File: src/rtl/audio_ram_sequencer.sv
`default_nettype none
// ============================================================================
// Module      : audio_ram_sequencer
// Description : Sequences byte-wide RAM traffic for an audio path.
//               Playback mode prefetches RAM bytes into a small FIFO that the
//               codec drains with sample_req. Record mode writes each
//               captured byte to RAM through a one-byte pending register.
//               The address runs 0..end_addr and then wraps to 0.
// Revision    : 1.0 - initial release
// ----------------------------------------------------------------------------
// Ports
//   clk           in   system clock, rising edge
//   reset         in   synchronous active-high reset
//   play_en       in   playback mode request (level, wins over rec_en)
//   rec_en        in   record mode request (level)
//   end_addr      in   last valid RAM address (wrap point)
//   ram_rdy       in   RAM ready; gates the start of new transactions
//   rd_data_pres  in   RAM read data valid, held until read_ack
//   ram_data_out  in   RAM read data
//   read_request  out  RAM read request (level)
//   read_ack      out  one-cycle pulse consuming RAM read data
//   write_enable  out  one-cycle RAM write strobe
//   address       out  current RAM address
//   ram_data_in   out  RAM write data
//   sample_req    in   codec takes the next playback sample
//   sample_out    out  head of the prefetch FIFO
//   rec_valid     in   rec_sample valid pulse
//   rec_sample    in   captured audio byte
//   underrun      out  sticky: sample_req seen with FIFO empty
//   overrun       out  sticky: record byte overwritten before written
//   wrapped       out  one-cycle pulse on the end_addr -> 0 address step
// ============================================================================
module audio_ram_sequencer #(
    parameter int ADDR_W     = 26,
    parameter int FIFO_DEPTH = 4
) (
    input  logic              clk,
    input  logic              reset,
    input  logic              play_en,
    input  logic              rec_en,
    input  logic [ADDR_W-1:0] end_addr,
    input  logic              ram_rdy,
    input  logic              rd_data_pres,
    input  logic [7:0]        ram_data_out,
    output logic              read_request,
    output logic              read_ack,
    output logic              write_enable,
    output logic [ADDR_W-1:0] address,
    output logic [7:0]        ram_data_in,
    input  logic              sample_req,
    output logic [7:0]        sample_out,
    input  logic              rec_valid,
    input  logic [7:0]        rec_sample,
    output logic              underrun,
    output logic              overrun,
    output logic              wrapped
);

    localparam int c_PTR_W = $clog2(FIFO_DEPTH);
    localparam int c_CNT_W = c_PTR_W + 1;
    localparam logic [c_CNT_W-1:0] c_FULL = c_CNT_W'(FIFO_DEPTH);

    localparam logic [2:0] c_IDLE       = 3'd0;
    localparam logic [2:0] c_RD_REQ     = 3'd1;
    localparam logic [2:0] c_RD_ACK     = 3'd2;
    localparam logic [2:0] c_RD_RELEASE = 3'd3;
    localparam logic [2:0] c_WR         = 3'd4;

    logic [2:0]         r_state;
    logic [2:0]         w_next_state;
    logic [ADDR_W-1:0]  r_address;
    logic [7:0]         r_mem [FIFO_DEPTH];
    logic [c_PTR_W-1:0] r_rd_ptr;
    logic [c_PTR_W-1:0] r_wr_ptr;
    logic [c_CNT_W-1:0] r_count;
    logic               r_pend_valid;
    logic [7:0]         r_pend_data;
    logic               r_underrun;
    logic               r_overrun;
    logic               r_mode_rec;
    logic               r_discard;

    logic w_advance;
    logic w_full;
    logic w_empty;
    logic w_push;
    logic w_pop;
    logic w_play;
    logic w_rec;
    logic w_mode_switch;

    assign w_full  = (r_count == c_FULL);
    assign w_empty = (r_count == '0);
    assign w_play  = play_en;
    assign w_rec   = !play_en && rec_en;

    // Address restarts at 0 only when the active mode actually flips
    // between play and record; dropping both requests keeps the position.
    assign w_mode_switch = (r_state == c_IDLE) &&
                           ((w_play && r_mode_rec) || (w_rec && !r_mode_rec));

    // Read data is dropped if playback was abandoned during the read.
    assign w_push = (r_state == c_RD_ACK) && play_en && !r_discard && !w_full;
    assign w_pop  = sample_req && !w_empty;

    // ---------------------------------------------------------------- FSM
    always_ff @(posedge clk) begin
        if (reset) begin
            r_state <= c_IDLE;
        end else begin
            r_state <= w_next_state;
        end
    end

    always_comb begin
        w_next_state = r_state;
        case (r_state)
            c_IDLE: begin
                if (ram_rdy && play_en && !w_full) begin
                    w_next_state = c_RD_REQ;
                end else if (ram_rdy && w_rec && r_pend_valid) begin
                    w_next_state = c_WR;
                end
            end
            c_RD_REQ: begin
                if (rd_data_pres) begin
                    w_next_state = c_RD_ACK;
                end
            end
            c_RD_ACK:     w_next_state = c_RD_RELEASE;
            c_RD_RELEASE: begin
                if (!rd_data_pres) begin
                    w_next_state = c_IDLE;
                end
            end
            c_WR:         w_next_state = c_IDLE;
            default:      w_next_state = c_IDLE;
        endcase
    end

    always_comb begin
        read_request = 1'b0;
        read_ack     = 1'b0;
        write_enable = 1'b0;
        w_advance    = 1'b0;
        case (r_state)
            c_RD_REQ: read_request = 1'b1;
            c_RD_ACK: begin
                read_ack  = 1'b1;
                w_advance = 1'b1;
            end
            c_WR: begin
                write_enable = 1'b1;
                w_advance    = 1'b1;
            end
            default: begin
            end
        endcase
    end

    // ------------------------------------------------------------ address
    always_ff @(posedge clk) begin
        if (reset) begin
            r_address  <= '0;
            r_mode_rec <= 1'b0;
        end else begin
            if (w_mode_switch) begin
                r_address <= '0;
            end else if (w_advance) begin
                r_address <= (r_address == end_addr) ? '0 : r_address + ADDR_W'(1);
            end
            if (r_state == c_IDLE) begin
                if (w_play) begin
                    r_mode_rec <= 1'b0;
                end else if (w_rec) begin
                    r_mode_rec <= 1'b1;
                end
            end
        end
    end

    // Marks an in-flight read whose data must not reach the FIFO.
    always_ff @(posedge clk) begin
        if (reset || r_state == c_IDLE) begin
            r_discard <= 1'b0;
        end else if (!play_en && r_state != c_WR) begin
            r_discard <= 1'b1;
        end
    end

    // --------------------------------------------------------- prefetch FIFO
    always_ff @(posedge clk) begin
        if (w_push) begin
            r_mem[r_wr_ptr] <= ram_data_out;
        end
    end

    // Leaving playback flushes the FIFO on the next edge.
    always_ff @(posedge clk) begin
        if (reset || !play_en) begin
            r_count  <= '0;
            r_rd_ptr <= '0;
            r_wr_ptr <= '0;
        end else begin
            if (w_push) begin
                r_wr_ptr <= r_wr_ptr + c_PTR_W'(1);
            end
            if (w_pop) begin
                r_rd_ptr <= r_rd_ptr + c_PTR_W'(1);
            end
            case ({w_push, w_pop})
                2'b10:   r_count <= r_count + c_CNT_W'(1);
                2'b01:   r_count <= r_count - c_CNT_W'(1);
                default: r_count <= r_count;
            endcase
        end
    end

    always_ff @(posedge clk) begin
        if (reset) begin
            r_underrun <= 1'b0;
        end else if (sample_req && w_empty) begin
            r_underrun <= 1'b1;
        end
    end

    // ------------------------------------------------------ record pending
    // A byte arriving during WR replaces the one being written this cycle,
    // so it is not counted as an overrun.
    always_ff @(posedge clk) begin
        if (reset) begin
            r_pend_valid <= 1'b0;
            r_pend_data  <= 8'h00;
            r_overrun    <= 1'b0;
        end else if (!rec_en) begin
            r_pend_valid <= 1'b0;
        end else if (rec_valid) begin
            r_pend_valid <= 1'b1;
            r_pend_data  <= rec_sample;
            if (r_pend_valid && r_state != c_WR) begin
                r_overrun <= 1'b1;
            end
        end else if (r_state == c_WR) begin
            r_pend_valid <= 1'b0;
        end
    end

    // -------------------------------------------------------------- outputs
    assign address     = r_address;
    assign ram_data_in = r_pend_data;
    assign sample_out  = w_empty ? 8'h00 : r_mem[r_rd_ptr];
    assign underrun    = r_underrun;
    assign overrun     = r_overrun;
    assign wrapped     = w_advance && (r_address == end_addr);

endmodule
`default_nettype wire

File: config.mk
export PLATFORM = sky130hd
export DESIGN_NAME = audio_ram_sequencer
export DESIGN_NICKNAME = d
export VERILOG_FILES = /design/src/rtl/audio_ram_sequencer.sv
export SDC_FILE = /design/constraint.sdc
export NUM_CORES = 1
export LEC_CHECK = 0
export ABC_AREA = 1
export CAP_MARGIN = 10
export CORE_MARGIN = 5
export CORE_UTILIZATION = 45
export DETAILED_ROUTE_END_ITERATION = 10
export DONT_BUFFER_PORTS = 1
export PLACE_DENSITY = 0.62
export SLEW_MARGIN = 15
export SYNTH_ARGS = -nofsm -noshare
export SYNTH_HDL_FRONTEND = slang
export SYNTH_SLANG_ARGS = --single-unit
export TNS_END_PERCENT = 50
File: constraint.sdc
create_clock -name clk -period 2.4 [get_ports clk]
set_clock_uncertainty 0.1 [all_clocks]
set_input_delay 0.12 -clock clk [delete_from_list [all_inputs] [get_ports clk]]
set_output_delay 0.12 -clock clk [all_outputs]
set_load 0.02 [all_outputs]
# ---- Word-level counts from Yosys, hierarchy flattened
# Memories as Yosys holds them, arrays and structs flattened. A register that Yosys moved wholly into a read port is not among the register bits.
# Cells that the tools add are included.
dict set report word_totals {
  ff_bits 49
  ram_bits 32
  memories 1
}
dict set report classes {
  addsub 5
  eq_ne 12
  mux 20
  bitwise_logic 1
  n_reduce_logical 36
}
# name depth width read_ports rd_ports_with_merged_regs wr line_no
set mem_list {}
lappend mem_list {r_mem 4 8 1 1 1 72} ;# logic [7:0] r_mem [FIFO_DEPTH];
# cell n
set ops {}
lappend ops {{$add 26x1->26 const B} 1}
lappend ops {{$eq 26x26->1} 1}
lappend ops {{$mux 26} 1}
lappend ops {{$logic_and 1x1->1} 16}
lappend ops {{$mux 3} 4}
lappend ops {{$pmux 3 s4} 1}
lappend ops {{$mux 1} 10}
lappend ops {{$mux 8} 1}
lappend ops {{$eq 3x2->1 const B} 2}
lappend ops {{$eq 3x3->1 const B} 2}
lappend ops {{$logic_not 3->1} 2}
lappend ops {{$ne 3x3->1 const B} 2}
lappend ops {{$pmux 3 s2} 1}
lappend ops {{$reduce_and 3->1} 2}
lappend ops {{$reduce_bool 2->1} 3}
lappend ops {{$reduce_or 2->1} 3}
lappend ops {{$logic_not 1->1} 5}
lappend ops {{$add 2x1->2 const B} 2}
lappend ops {{$mux 2} 2}
lappend ops {{$ne 2x2->1 const B} 2}
lappend ops {{$reduce_and 2->1} 2}
lappend ops {{$add 3x1->3 const B} 1}
lappend ops {{$eq 3x1->1 const B} 1}
lappend ops {{$logic_or 1x1->1} 3}
lappend ops {{4 further kinds} 4}

# ---- Depth between registers and ports, before layout
# Gate-level depths: netlist of run 1.
dict set report depth {
  ltp_word 7
  mapped_depth 12
  mapped_depth_nobuf 11
}

# ---- Least setup slack after synthesis of run 1
# OpenSTA, ideal clock, no wires.
dict set report synth_timing {
  kind {reg-to-reg}
  start {register r_state[0]}
  end {register r_count[2]}
  arrival_ps 1978
  required_ps 2242
  slack_ps 264
  path_stages_with_launch 12
  n_path_buf 0
  synth_period_minus_slack_ps 2136
  path_cell_list {dfxtp_1 > inv_1 > nand3_1 > inv_1 > nand3_1 > ha_1 > inv_1 > fa_1 > a21oi_1 > o21ai_0 > a21oi_1 > o21a_1}
}
dict set report synth_between {
  elab_chain_cells 6
  elab_cells_between_ends 8
  cone_classes {eq/ne (3); mux (1); reduce/logical (4)}
}
# element line_no
set synth_lines {}
lappend synth_lines {{start, declared} 69} ;# logic [2:0] r_state;
lappend synth_lines {{start signal, assigned} 109} ;# r_state <= c_IDLE;
lappend synth_lines {{start signal, assigned} 111} ;# r_state <= w_next_state;
lappend synth_lines {{$eq 3x2->1 (*)} 103} ;# assign w_push = (r_state == c_RD_ACK) && play_en && !r_discard && !w_full;
lappend synth_lines {{$logic_and 1x1->1 (*) (3 in a row)} 103}
lappend synth_lines {{$eq 2x1->1 or $eq 2x2->1 (tied branches)} 211} ;# case ({w_push, w_pop})
lappend synth_lines {{$pmux 3 s2 or $reduce_bool 2->1 (tied branches)} --}
lappend synth_lines {{end signal, assigned} 212} ;# 2'b10: r_count <= r_count + c_CNT_W'(1);
lappend synth_lines {{end signal, assigned} 213} ;# 2'b01: r_count <= r_count - c_CNT_W'(1);
lappend synth_lines {{end signal, assigned} 214} ;# default: r_count <= r_count;
lappend synth_lines {{end, declared} 75} ;# logic [c_CNT_W-1:0] r_count;
# Every way passes the cells marked *; elsewhere a longest branch is shown, timed or not.
# A chain may end at the register's enable or synchronous reset.

# ---- Worst setup path after layout of run 1
dict set report layout_timing {
  start {register r_address[0] (netlist: address[0])}
  end {output port wrapped}
}
dict set report layout_between {
  elab_chain_cells 2
}
# element line_no
set layout_lines {}
lappend layout_lines {{start, declared} 71} ;# logic [ADDR_W-1:0] r_address;
lappend layout_lines {{start signal, assigned} 170} ;# r_address <= (r_address == end_addr) ? '0 : r_address + ADDR_W'(1);
lappend layout_lines {{$eq 26x26->1} 254} ;# assign wrapped = w_advance && (r_address == end_addr);
lappend layout_lines {{$logic_and 1x1->1} 254}
lappend layout_lines {{end, declared} 56} ;# output logic wrapped
# Every way passes these cells.

==> results of run 1 <==
where the power goes:
group | switching, mW | internal (mW) | leakage, nW | total [mW]
Combinational | 0.499 | 0.239 | 1.29 | 0.738
Sequential | 0.0957 | 1.55 | 0.702 | 1.64
Clock | 0.557 | 0.499 | 0.0988 | 1.06
Total | 1.15 | 2.29 | 2.09 | 3.44
cell usage after synthesis, types with 3 or more instances:
master / instances / area (um2)
a21oi_1: 21 / 105
xor2_1: 21 / 184
nor2_4: 3 / 33.8
o21bai_1: 3 / 22.5
inv_2: 6 / 22.5
nand2_2: 7 / 43.8
nor3_1: 4 / 20.0
edfxtp_1: 32 / 961
nor2_1: 133 / 499
inv_1: 71 / 267
nand3_1: 20 / 100
xnor2_1: 12 / 105
buf_2: 5 / 25.0
o21ai_0: 34 / 170
clkbuf_1: 3 / 11.3
dfxtp_1: 51 / 1020
nor2_2: 7 / 43.8
nand2_1: 129 / 484
nand4_1: 7 / 43.8
ha_1: 6 / 75.1
cells by family after synthesis:
logic type / share of synthesized area [%]
adder cells (fa/ha/maj): 2.13
XOR/XNOR: 6.48
AND/OR/NAND/NOR: 30.6
flip-flops: 44.5
buffers and inverters: 8.39
AO/OA/AOI/OAI: 7.91
critical path: stages (launching register included):
cell and delay (ns):
dfxtp_1 0.52, inv_1 0.18, nand2_1 0.08, o21ai_0 0.09
nor2_1 0.12, nand2_1 0.06, nor2_1 0.11, nand2_1 0.05
nor2_1 0.36
worst max path at each step:
| stage | to | slack, ns |
|---|---|---|
| 2_1_floorplan | r_count[2] | 0.26 |
| 3_3_place_gp | r_count[2] | 0.43 |
| 3_5_place_dp | r_count[2] | 0.32 |
| 4_1_cts | wrapped | 0.19 |
| 5_1_grt | wrapped | 0.07 |
| 6_report | wrapped | 0.24 |
per-layer routing:
metal	share of wire (%)	vias up	global-route usage, %
li1	-	1983	-
met1	40	1736	21.5
met2	50	108	35.5
met3	8.0	24	7.34
met4	2.4	0	8.10
met5	0	-	0
registers in the layout, indices dropped and copies added (netlist names), 2 cells and up, named ones only:
register / count
r_mem: 32
address: 26
ram_data_in: 8
r_count: 3
r_state: 3
r_rd_ptr: 2
r_wr_ptr: 2
layout make-up:
cell class	count	area, um2
fillers	948	4550
multi-input cells	426	2100
flip-flops and latches	83	1980
repair buffers	49	425
inverters	79	297
well taps	133	166
clock buffers	9	124
clock inverters	7	82.6
through the flow:
step                      power, mW  std cells
after floorplan                2.21        601
after global routing           3.61        786
after CTS                      3.47        786
after global placement         2.35        747
after detailed placement       2.37        747
final                          3.44        786
==> flow_metrics.env, run 1 <==
export IMPL_setup_tns_final_ns=0
export IMPL_min_period_ns=2.16
export IMPL_cts_buffers=9
export IMPL_first_pass_iters=4
export IMPL_ys_types=38
export IMPL_cts_tree="yes"
export IMPL_crit_type="reg -> out"
export IMPL_finalHoldViolCount=1
export IMPL_leakage_nw=2.09
export IMPL_start_util_pct=45.8
export IMPL_ios=98
export IMPL_htree_num_levels=3
export IMPL_rsz0062_at_grt="no"
export IMPL_drc_errors=0
export IMPL_cts_root_buf="clkbuf_8"
export IMPL_setup_violations=0
export IMPL_layout_common_cells="133 x nor2_1, 129 x nand2_1, 71 x inv_1"
export IMPL_worst_hold_slack_ns=-0.00130
export IMPL_hp_start="play_en"
export IMPL_cp_arrival_ns=1.94
export IMPL_place_ws_ns=0.321
export IMPL_violations="hold timing"
export IMPL_postCtsResizedCells=0
export IMPL_drt_total_wl_mm=11.5
export IMPL_postLayoutCoreUtil_pct=53.2
export IMPL_whs_endpoint="r_count[0]"
export IMPL_vias=3851
export IMPL_synth_fp_nets=658
export IMPL_dieHeight_um=110
export IMPL_worstPathRequired_ns=2.18
export IMPL_die_w_um=110
export IMPL_period_share_pct=90.0
export IMPL_maxCapViolations=0
export IMPL_r2r_end="r_count[2]"
export IMPL_mostFrequentLayoutCell="nor2_1"
export IMPL_post_cts_buffers=0
export IMPL_portBuffers=0
export IMPL_drive_gt1_share_pct=10.9
export IMPL_antenna_found_initial=0
export IMPL_diodes=0
export IMPL_netlist_instances=601
export IMPL_synth_area_um2=4460
export IMPL_core_um2=9730
export IMPL_dpl_hpwl_mm=8.64
export IMPL_end_kind="output port"
export IMPL_cp_max_fo=4
export IMPL_min_path_type="in -> reg"
export IMPL_drt_iter0_drc=162
export IMPL_outcome="complete, but fails checks"
export IMPL_holdBufCountCts=23
export IMPL_synth_seq_cells=83
export IMPL_grt_pass1_vias=3840
export IMPL_area_delta_synth_final_pct=16.2
export IMPL_rrSetupSlack_ns=0.30
export IMPL_hold_depth=2
export IMPL_r2r_cells=11
export IMPL_power_density_nw_per_um2=664
export IMPL_clock_sinks=83
export IMPL_yosysWarnings=0
export IMPL_syn_avg_cell_area_um2=7.42
export IMPL_synth_edf_count=32
export IMPL_via_per_inst=4.90
export IMPL_dpl_cell_area_um2=4740
export IMPL_row_count=36
export IMPL_grt_max_degree=18
export IMPL_grt_overflow_total=0
export IMPL_clkTransAtPathRegs_ns=0.09
export IMPL_crit_start="address[0]"
export IMPL_r2r_start="r_state[0]"
export IMPL_seq_area_frac_synth_pct=44.5
export IMPL_critPathLaunchType="register"
export IMPL_worst_slack_ns=0.240
export IMPL_synth_flop_cell="dfxtp_1"
export IMPL_slew_viol_final=0
export IMPL_max_vdd_ir_drop_mv=0.334
export IMPL_post_drt_wl_per_cell_um=14.6
export IMPL_gp_congestion=0.853
export IMPL_worst_pin_slew_ns=0.576
export IMPL_final_antenna_net_count=0
export IMPL_postLayoutCellArea_um2=5180
export IMPL_async_reset_ff_share_pct=0
export IMPL_relSlewSlack_pct=61.5
export IMPL_grt_usage_pct=20.0
export IMPL_dieArea_um2=12000
export IMPL_cts_buffer_depth=2
export IMPL_grt_pass1_wl_mm=18.3
export IMPL_fmax_ghz=0.463
export IMPL_clk_latency_ns=0.36
export IMPL_final_net_count=705
Note: power is estimated with default switching activity, not from simulation.
==> run 2: changes to the inputs <==
Settings changed: CELL_PAD_IN_SITES_DETAIL_PLACEMENT from default to 1, CELL_PAD_IN_SITES_GLOBAL_PLACEMENT from default to 2, CORE_UTILIZATION 45 to 35, PLACE_DENSITY 0.62 to 0.8.
Clock period 2.4 ns to 2.45 ns, I/O delays scaled along.
==> run 2 against run 1 <==
Net effect: the run now ends clean; critical path depth decreased by 1; critical endpoint unchanged; core utilization fell by 11 points; sequential power barely moved; combinational power increased by 1%; non-clock buffer count decreased by 2; register-to-register slack is essentially flat; sequential cell count unchanged; routed wire length increased by 16%.
==> flow_metrics.env, run 2 (same netlist as run 1, synthesis figures left out) <==
export IMPL_grt_pass1_wl_mm=21.3
export IMPL_cp_arrival_ns=1.98
export IMPL_first_pass_iters=5
export IMPL_critPathLaunchType="register"
export IMPL_p_seq_share_pct=43.0
export IMPL_crit_chain="inv_1, nand3_1, nand2_2, nand3b_1, nor2_1, nand2_1, nor2_1"
export IMPL_largest_reg_flops=32
export IMPL_r2r_start="r_state[0]"
export IMPL_grt_max_degree=18
export IMPL_hp_start="reset"
export IMPL_crit_start="r_state[2]"
export IMPL_rrSetupSlack_ns=0.29
export IMPL_grt_overflow_total=0
export IMPL_mostFrequentLayoutCell="nor2_1"
export IMPL_post_cts_buffers=0
export IMPL_cts_root_buf="clkbuf_16"
export IMPL_cts_buffer_depth=2
export IMPL_rsz0062_at_grt="no"
export IMPL_r2r_cells=11
export IMPL_hold_depth=3
export IMPL_postLayoutCoreUtil_pct=42.2
export IMPL_cts_buffers=9
export IMPL_r2r_end="r_count[2]"
export IMPL_vias=3923
export IMPL_layout_common_cells="133 x nor2_1, 129 x nand2_1, 71 x inv_1"
export IMPL_drt_total_wl_mm=13.4
export IMPL_leakage_nw=2.13
export IMPL_postLayoutCellArea_um2=5310
export IMPL_largest_register="r_mem"
export IMPL_worst_pin_slew_ns=0.598
export IMPL_setup_tns_final_ns=0
export IMPL_pwr_share_comb_pct=19.7
export IMPL_postCtsResizedCells=0
export IMPL_period_share_pct=89.8
export IMPL_slew_viol_final=0
export IMPL_end_kind="output port"
export IMPL_fmax_ghz=0.454
export IMPL_htree_num_levels=3
export IMPL_p_int_mw=2.55
export IMPL_outcome="completed"
export IMPL_gp_congestion=0.797
export IMPL_start_util_pct=35.5
export IMPL_ios=98
export IMPL_crit_type="reg -> out"
export IMPL_cp_max_fo=12
export IMPL_dpl_cell_area_um2=4780
export IMPL_dieArea_um2=15100
export IMPL_core_um2=12600
export IMPL_finalHoldViolCount=0
export IMPL_clockPowerShare_pct=37.4
export IMPL_clkTransAtPathRegs_ns=0.07
export IMPL_relSlewSlack_pct=60.1
export IMPL_min_period_ns=2.20
export IMPL_dpl_hpwl_mm=10.2
export IMPL_grt_pass1_vias=4157
export IMPL_crit_top_cell="nor2_1"
export IMPL_post_drt_wl_per_cell_um=16.2
export IMPL_fillers=1554
export IMPL_die_w_um=123
export IMPL_antenna_found_initial=0
export IMPL_clock_sinks=83
export IMPL_drc_errors=0
export IMPL_power_density_nw_per_um2=713
export IMPL_diodes=0
export IMPL_max_vdd_ir_drop_mv=0.356
export IMPL_drt_iter0_drc=146
export IMPL_final_net_count=703
export IMPL_slowest_delay_ns=0.36
export IMPL_final_antenna_net_count=0
export IMPL_area_delta_synth_final_pct=19.1
export IMPL_portBuffers=0
export IMPL_holdBufCountCts=23
export IMPL_dieHeight_um=123
export IMPL_whs_endpoint="r_state[1]"
export IMPL_maxCapViolations=0
export IMPL_drive_gt1_share_pct=10.4
export IMPL_cts_tree="yes"
export IMPL_grt_usage_pct=18.4
export IMPL_setup_violations=0
export IMPL_clk_latency_ns=0.34
export IMPL_min_path_type="in -> reg"
export IMPL_p_sw_share_pct=32.5
export IMPL_row_count=41
export IMPL_worstPathRequired_ns=2.23
export IMPL_p_sw_mw=1.23
export IMPL_cp_slowest_cell="nand2_2"
export IMPL_via_per_inst=4.77
[run 2: changes by cell type in the layout (fill, tap and decap cells not counted)]
| cell | delta |
|---|---|
| buf_4 | -2 |
| clkinvlp_4 | -2 |
| inv_6 | -1 |
| clkbuf_8 | -9 |
| clkinv_4 | +3 |
| clkbuf_1 | +1 |
| clkbuf_16 | +9 |
| inv_8 | -1 |
[run 2: per-layer routing]
layer / global-route usage, % / vias up / wire length [um]
met5: 0 / - / 0
met2: 30.8 / 84 / 6420
li1: - / 1973 / -
met1: 22.6 / 1844 / 5930
met4: 7.14 / 0 / 301
met3: 5.02 / 22 / 722
[run 2: worst max-delay path by stage]
stage / endpoint / depth (start not counted) / slack (ns)
2_1_floorplan: r_count[2] / 11 / 0.31
3_3_place_gp: address[21] / 9 / 0.40
3_5_place_dp: r_count[2] / 11 / 0.33
4_1_cts: sample_out[6] / 3 / 0.20
5_1_grt: sample_out[6] / 3 / 0.04
6_report: wrapped / 7 / 0.25
[run 2: worst max-delay path: cells and delay by family, from the launching register on]
kind / cells / cell delay, ns
DFF: 1 / 0.32
buffers and inverters: 1 / 0.11
and+or+nand+nor: 6 / 1.20
[run 2: power groups by stage]
stage               clock, mW  sequential, mW  combinational [mW]
CTS                      1.45            1.63               0.743
detailed placement          0            1.66               0.697
global route             1.51            1.64               0.827
global placement            0            1.65               0.678
floorplan                   0            1.63               0.529
finish                   1.41            1.63               0.746
[run 2: final cells by class]
| type | instances | area (um2) | area share, % |
|---|---|---|---|
| Clock buffer | 10 | 229 | 4.31 |
| Clock inverter | 6 | 73.8 | 1.39 |
| Inverter | 79 | 297 | 5.59 |
| Multi-Input combinational cell | 426 | 2100 | 39.6 |
| Sequential cell | 83 | 1980 | 37.3 |
| Tap cell | 172 | 215 | 4.05 |
| Timing Repair Buffer | 47 | 410 | 7.73 |
[run 2: per-stage QoR]
stage	cells	total power, mW	hold WS [ns]	setup slack (ns)
2_1_floorplan	601	2.16	0.0916	0.314
3_3_place_gp	784	2.33	0.0927	0.398
3_5_place_dp	784	2.36	0.0958	0.328
4_1_cts	823	3.82	0.00283	0.199
5_1_grt	823	3.97	0.0465	0.0361
6_report	823	3.79	0.0171	0.250
